### src/rtl/my_pkg.sv
// Shared decode constants for the ID stage, the immediate generator and the main decoder.
package my_pkg;

    localparam int DATA_WIDTH = 32;
    localparam int REG_AW     = 5;

    localparam logic [6:0] OPC_OP     = 7'b0110011;
    localparam logic [6:0] OPC_OP_IMM = 7'b0010011;
    localparam logic [6:0] OPC_LOAD   = 7'b0000011;
    localparam logic [6:0] OPC_STORE  = 7'b0100011;
    localparam logic [6:0] OPC_BRANCH = 7'b1100011;
    localparam logic [6:0] OPC_JALR   = 7'b1100111;
    localparam logic [6:0] OPC_JAL    = 7'b1101111;
    localparam logic [6:0] OPC_LUI    = 7'b0110111;
    localparam logic [6:0] OPC_AUIPC  = 7'b0010111;

    localparam logic [31:0] NOP_INST = 32'h0000_0013;

    typedef struct packed {
        logic use_rs1;
        logic use_rs2;
    } reg_use_t;

endpackage

### src/rtl/id_stage_ctrl_reg_use_dec.sv
// Combinational opcode classifier: which source registers an instruction actually reads.
module reg_use_dec
    import my_pkg::*;
(
    input  logic [6:0] opcode,
    output reg_use_t   reg_use
);

    // Decode source-register usage; unknown opcodes read nothing so they never stall.
    always_comb begin
        reg_use = '{use_rs1: 1'b0, use_rs2: 1'b0};
        case (opcode)
            OPC_OP, OPC_STORE, OPC_BRANCH: reg_use = '{use_rs1: 1'b1, use_rs2: 1'b1};
            OPC_OP_IMM, OPC_LOAD, OPC_JALR: reg_use = '{use_rs1: 1'b1, use_rs2: 1'b0};
            OPC_LUI, OPC_AUIPC, OPC_JAL:   reg_use = '{use_rs1: 1'b0, use_rs2: 1'b0};
            default:                       reg_use = '{use_rs1: 1'b0, use_rs2: 1'b0};
        endcase
    end

endmodule

### src/rtl/id_stage_ctrl.sv
// Decode-stage controller: one-entry IF->EX pipeline register with handshake,
// load-use bubble insertion, redirect squash and saturating performance counters.
module id_stage_ctrl #(
    parameter int DATA_WIDTH = my_pkg::DATA_WIDTH,
    parameter int REG_AW     = my_pkg::REG_AW,
    parameter int CNT_W      = 16
) (
    input  logic                  clk,
    input  logic                  rst,
    input  logic                  if_valid,
    output logic                  if_ready,
    input  logic [DATA_WIDTH-1:0] if_inst,
    input  logic [DATA_WIDTH-1:0] if_pc,
    output logic                  id_valid,
    input  logic                  ex_ready,
    output logic [DATA_WIDTH-1:0] id_inst,
    output logic [DATA_WIDTH-1:0] id_pc,
    output logic [REG_AW-1:0]     id_rs1,
    output logic [REG_AW-1:0]     id_rs2,
    output logic [REG_AW-1:0]     id_rd,
    input  logic                  ex_valid,
    input  logic                  ex_is_load,
    input  logic [REG_AW-1:0]     ex_rd,
    input  logic                  flush,
    output logic                  hazard,
    output logic [CNT_W-1:0]      stall_cnt,
    output logic [CNT_W-1:0]      flush_cnt
);

    localparam logic [DATA_WIDTH-1:0] NOP = DATA_WIDTH'(my_pkg::NOP_INST);

    logic             full;
    my_pkg::reg_use_t reg_use;
    logic             accept;
    logic             issue;
    logic             rs1_hit;
    logic             rs2_hit;

    reg_use_dec u_reg_use_dec (
        .opcode  (id_inst[6:0]),
        .reg_use (reg_use)
    );

    assign id_rs1 = id_inst[19:15];
    assign id_rs2 = id_inst[24:20];
    assign id_rd  = id_inst[11:7];

    // Load-use compare against EX; a load to x0 never produces data, so it is ignored.
    always_comb begin
        rs1_hit  = reg_use.use_rs1 && (id_rs1 == ex_rd);
        rs2_hit  = reg_use.use_rs2 && (id_rs2 == ex_rd);
        hazard   = full && ex_valid && ex_is_load && (ex_rd != {REG_AW{1'b0}}) && (rs1_hit || rs2_hit);
        id_valid = full && !hazard && !flush;
        if_ready = !full || (ex_ready && !hazard) || flush;
        accept   = if_valid && if_ready && !flush;
        issue    = id_valid && ex_ready;
    end

    // Pipeline register: flush beats accept beats issue; accept+issue overwrites in place.
    always_ff @(posedge clk) begin
        if (rst) begin
            full    <= 1'b0;
            id_inst <= NOP;
            id_pc   <= {DATA_WIDTH{1'b0}};
        end else if (flush) begin
            full    <= 1'b0;
            id_inst <= NOP;
        end else if (accept) begin
            full    <= 1'b1;
            id_inst <= if_inst;
            id_pc   <= if_pc;
        end else if (issue) begin
            full    <= 1'b0;
        end else begin
            full    <= full;
        end
    end

    // Saturating debug counters: stop at all-ones rather than wrap.
    always_ff @(posedge clk) begin
        if (rst) begin
            stall_cnt <= {CNT_W{1'b0}};
            flush_cnt <= {CNT_W{1'b0}};
        end else begin
            if (hazard && (stall_cnt != {CNT_W{1'b1}})) begin
                stall_cnt <= stall_cnt + CNT_W'(1);
            end else begin
                stall_cnt <= stall_cnt;
            end
            if (flush && (flush_cnt != {CNT_W{1'b1}})) begin
                flush_cnt <= flush_cnt + CNT_W'(1);
            end else begin
                flush_cnt <= flush_cnt;
            end
        end
    end

endmodule

### config.mk
export PLATFORM = sky130hd
export DESIGN_NAME = id_stage_ctrl
export DESIGN_NICKNAME = d
export VERILOG_FILES = /design/src/rtl/my_pkg.sv /design/src/rtl/id_stage_ctrl_reg_use_dec.sv /design/src/rtl/id_stage_ctrl.sv
export SDC_FILE = /design/constraint.sdc
export NUM_CORES = 1
export LEC_CHECK = 0
export ABC_CLOCK_PERIOD_IN_PS = 4050
export CAP_MARGIN = 10
export CORE_ASPECT_RATIO = 1.1
export CORE_MARGIN = 2
export CORE_UTILIZATION = 38
export CTS_CLUSTER_DIAMETER = 60
export DETAILED_ROUTE_END_ITERATION = 10
export GPL_TIMING_DRIVEN = 0
export PLACE_DENSITY = 0.78
export SLEW_MARGIN = 30
export SYNTH_ARGS = -nofsm -noshare
export SYNTH_HDL_FRONTEND = slang
export SYNTH_SLANG_ARGS = --single-unit
### constraint.sdc
create_clock -name clk -period 4.05 [get_ports clk]
set_clock_uncertainty 0.05 [all_clocks]
set_input_delay 1.215 -clock clk [delete_from_list [all_inputs] [get_ports clk]]
set_output_delay 1.215 -clock clk [all_outputs]
set_load 0.1 [all_outputs]
## Word-level counts from Yosys, hierarchy flattened

Cells that the tools add are included.

| cells by class | value |
|---|---|
| add/sub/neg operators | 2 |
| eq/ne operators | 10 |
| muxes and demuxes | 3 |
| bitwise operators | 1 |
| reductions and logical operators | 26 |

Operators by type and width:

| kind | count |
|---|---|
| $add 16x1->16 const B | 2 |
| $ne 16x16->1 const B | 2 |
| $eq 7x6->1 const B | 2 |
| $eq 7x7->1 const B | 2 |
| $logic_and 1x1->1 | 14 |
| $eq 5x5->1 | 2 |
| $eq 7x2->1 const B | 1 |
| $eq 7x5->1 const B | 1 |
| $reduce_or 3->1 | 2 |
| $reduce_bool 5->1 | 1 |
| $pmux 2 s2 | 1 |
| $logic_not 1->1 | 3 |
| $logic_or 1x1->1 | 3 |
| $mux 1 | 2 |
| $reduce_and 2->1 | 1 |
| $reduce_bool 2->1 | 1 |
| $reduce_or 2->1 | 1 |
| $not 1->1 | 1 |

| storage, ports and cells | value |
|---|---|
| register bits after elaboration | 97 |
| bits of input ports | 76 |
| output and inout bits | 114 |
| logic and storage cells | 47 |

## Depth between registers and ports, before layout

| logic depth | value |
|---|---|
| word-level depth | 13 |
| mapped depth | 9 |
| gate-level depth less buffers | 7 |

## Hierarchy

A second synthesis with hierarchy kept.

| unflattened totals | value |
|---|---|
| cell total of the unflattened synthesis | 481 |
| area total of the unflattened synthesis | 4,340.4 um^2 |

By module, submodules not included:

| module | times used | cells each | area each (um^2) | sequential area each (um^2) |
|---|---|---|---|---|
| id_stage_ctrl | 1 | 475 | 4,282.9 | 1,941.9 |
| reg_use_dec | 1 | 6 | 57.6 | 0.0 |

## Worst setup path before layout

OpenSTA, ideal clock, no wires.

| timing path | value |
|---|---|
| kind | in2out |
| from | in ex_rd[0] |
| to | out id_valid |
| data arrival time | 4,317 ps |
| data required time | 2,785 ps |
| path slack | -1,532 ps |
| cell stages on the path | 7 |
| buffers on the path | 2 |
| path through | xor2_1 -> nor3_1 -> and4_4 -> o21a_1 -> buf_2 -> buf_2 -> nor3b_1 |

| on the way | value |
|---|---|
| longest elaborated chain between the ends | 7 |
| elaborated cells on any way between the ends | 11 |
| classes of those cells | 2 x eq/ne; 9 x reduce/logical |

RTL lines:

| what | RTL line | RTL |
|---|---|---|
| start, declared | id_stage_ctrl.sv:23 | `input logic [REG_AW-1:0] ex_rd,` |
| $eq 5x5->1, on equally long branches | id_stage_ctrl.sv:50, id_stage_ctrl.sv:51 |  |
| $logic_and 1x1->1, on equally long branches | id_stage_ctrl.sv:50, id_stage_ctrl.sv:51 |  |
| $logic_or 1x1->1 | id_stage_ctrl.sv:52 | `hazard = full && ex_valid && ex_is_load && (ex_rd != {REG_AW{1'b0}}) && (rs1_hit \|\| rs2_hit);` |
| $logic_and 1x1->1 (*) | id_stage_ctrl.sv:52 |  |
| $logic_not 1->1 (*) | id_stage_ctrl.sv:53 | `id_valid = full && !hazard && !flush;` |
| $logic_and 1x1->1 (*) (2 in series) | id_stage_ctrl.sv:53 |  |
| end, declared | id_stage_ctrl.sv:14 | `output logic id_valid,` |

Mark *: on every way between the ends. The rest lies on a longest branch, timed or not.

## Worst setup path in the final report

| timing path | value |
|---|---|
| from | in ex_rd[4] |
| to | out hazard |

| on the way | value |
|---|---|
| longest elaborated chain between the ends | 4 |
| elaborated cells on any way between the ends | 8 |
| classes of those cells | 2 x eq/ne; 6 x reduce/logical |

RTL lines:

| what | RTL line | RTL |
|---|---|---|
| $eq 5x5->1, on equally long branches | id_stage_ctrl.sv:50, id_stage_ctrl.sv:51 |  |
| $logic_and 1x1->1, on equally long branches | id_stage_ctrl.sv:50, id_stage_ctrl.sv:51 |  |
| $logic_or 1x1->1 | id_stage_ctrl.sv:52 |  |
| $logic_and 1x1->1 (*) | id_stage_ctrl.sv:52 |  |
| end, declared | id_stage_ctrl.sv:25 | `output logic hazard,` |

Marks and branches as above.

==> qor.txt <==
Post-Synth Simple-Gate Area: 0.217
crit path time final: 3990 ps
pwr/cell area: 335 nW/um2
Mapped Cells: 527
clk sinks: 97
total CTS buffers: 9
final instance area: 6770 um2
Worst-path clk slew: 60 ps
first-pass GRT wire length: 22.6 mm
Setup Viol. Count Final: 0
core area: 11,000 um2
initial DRC count: 245
vias: 4,709
RePlAce Congestion: 0.824
Critical Path AT: 2730 ps
I/O pin total: 190
P_leak: 2.34 nW
share of cells above drive strength 1: 0.0889
CTS tree: built
Post-Synth XOR/XNOR Area: 0.0489
clk buf depth: 2
nets: 806
Worst setup EP type: output port
largest net degree at the start of global routing: 20
Compound-Gate Fraction of Synth Area: 0.200
Layout area overhead: 57.4%
max-cap violation count: 0
Synth async-reset ratio: 0
worst-margin pin slew: 1020 ps
ys flop type: dfxtp_1
Synth Area in Adders: 0.00582
Setup crit start kind: primary input
mux cell area share after synthesis: 0.00233
hpwl dp: 11.0 mm
Pwr Total: 2.27 mW
GR Overflow Total: 0
initial antenna violation count: 0
syn nets: 605
Clk Tree Root Cell: clkbuf_16
Max Clk Rate: 0.250 GHz
antenna-violating nets left: 0
Mapped Area: 4300 um2
most frequent cells in the layout: 181 x clkdlybuf4s50_1, 97 x dfxtp_1, 80 x o21ai_0, 77 x nand3_1, 74 x a21oi_1
Unique masters post-synth: 42
Die Y: 116 um
H-tree levels: 3
Post-Syn Area per Cell: 8.16 um2
Initial Utilization: 0.392
# hold bufs at CTS: 0
DR WL/cell: 16.4 um
vias in the first global route: 4,497
clk_lat worst skew: 340 ps
fin crit share: 0.986
EDFF count, synth: 0
gr usage total: 0.232
Ant. Diodes: 0
Data required, critical path: 2780 ps
Slew HR: 0.315
Seq cells post-synth: 97
DR vias/cell: 5.36
most common cell after layout, fill and taps aside: clkdlybuf4s50_1
unrepaired setup endpoints after global routing: no
I/O Buffers: 189
# rows: 40
Critical Path Max Stage Delay: 430 ps
worst min path class: flop to flop
Final Hold Vio Count: 0
crit path kind: primary input to output port
die area: 12,200 um2
Residual DRC: 0
Pre-antenna DRT Iters: 5
crit path max fanout: 4
Slowest cell on crit path: buf_2
Area after DPL: 6430 um2
sequential element share of the synthesized area: 0.451
largest family of logic cells by synthesized area: simple AND/OR/NAND/NOR gates
critical path cell sequence: clkdlybuf4s15_2 -> xor2_1 -> nor3_1 -> and4_4 -> o2111a_1 -> buf_2
status: finished, final reports clean
Die W: 105 um
overall routed net length: 14.4 mm
Worst VDD drop: 0.209 mV
Ys Warns: 0
total count of max-transition violations in the final report: 0
==> cell usage after synthesis, drive strengths merged, types with 3 or more instances <==
| library cell | count | area [um2] |
|---|---|---|
| dfxtp | 97 | 1940 |
| o21ai | 82 | 410 |
| and3 | 6 | 37.5 |
| inv | 5 | 18.8 |
| xor2 | 14 | 123 |
| buf | 27 | 180 |
| nand4 | 10 | 62.6 |
| a21oi | 74 | 370 |
| nand2 | 16 | 62.6 |
| nor2 | 26 | 97.6 |
| and2 | 3 | 20.0 |
| clkbuf | 31 | 121 |
| and4 | 5 | 46.3 |
| xnor2 | 10 | 87.6 |
| nand3 | 78 | 390 |
| nor3 | 3 | 20.0 |
| or3 | 14 | 87.6 |
| nor2b | 3 | 18.8 |
| nand3b | 5 | 37.5 |
==> state kept, by name, summed over array words and instances (netlist names) <==
signal,count
stall_cnt,16
flush_cnt,16
id_inst,32
full,1
id_pc,32
==> metal layers <==
metal / track usage / routed length [um] / up-vias / share of wire
li1: - / - / 2260 / -
met1: 0.273 / 5820 / 2240 / 0.40
met2: 0.400 / 7210 / 181 / 0.50
met3: 0.0557 / 1010 / 28 / 0.070
met4: 0.109 / 390 / 0 / 0.027
met5: 0 / 0 / - / 0
==> through the flow <==
| step | cells | utilization | setup WS [ps] | hold WS, ps | TNS, ps |
|---|---|---|---|---|---|
| 6_report | 878 | 0.618 | 56.8 | 423 | 0 |
| 3_3_place_gp | 863 | 0.587 | -1360 | 412 | -3630 |
| 4_1_cts | 879 | 0.616 | 3.45 | 425 | 0 |
| 3_5_place_dp | 863 | 0.587 | -1350 | 417 | -3650 |
| 2_1_floorplan | 527 | - | -147 | 502 | -280 |
| 5_1_grt | 878 | 0.618 | 13.4 | 450 | 0 |
==> cell families (layout without fill, tap and decap cells) <==
group,count (synthesis),after routing
muxes,1,1
adders and majority gates,2,2
DFF,97,97
and+or+nand+nor,176,176
buffers and inverters,63,267
xor gates and xnor gates,24,24
AOI/OAI and AO/OA,164,164
==> where the power goes <==
part,switching [mW],total (mW),internal [mW]
Sequential,0.0177,0.996,0.979
Clock,0.341,0.828,0.488
Combinational,0.299,0.443,0.144
Total,0.658,2.27,1.61
==> area by class of cell <==
class                           count  area, um2
Fill cell                         943       4190
Clock buffer                       11        243
Timing Repair Buffer              193       1920
Buffer                             55        302
Clock inverter                      3       42.5
Inverter                            5       18.8
Multi-Input combinational cell    367       2110
Tap cell                          147        184
Sequential cell                    97       1940
==> critical path: cells and delay by family <==
kind | cells | cell delay [ps]
xor gates and xnor gates | 1 | 160
and+or+nand+nor | 2 | 480
buffers and inverters | 2 | 660
AOI/OAI and AO/OA | 1 | 200
==> worst paths after layout <==
check | cells past startpoint | start | slack [ps] | endpoint
max | 6 | ex_rd[4] | 60 | hazard
min reg2reg | 2 | id_pc[29] | 420 | id_pc[29]
min | 2 | id_pc[29] | 420 | id_pc[29]
max reg2reg | 8 | id_inst[24] | 1690 | id_pc[26]
==> what timing repair did <==
action / in CTS / in global routing
pin swaps: 4 / 5
resized for setup: 37 / 12
gates cloned: 0 / 0
endpoints found under the hold margin: 0 / 0
endpoints found under the setup margin: 3 / 3
buffers inserted: 4 / 0
Note: power is estimated with default switching activity, not from simulation.
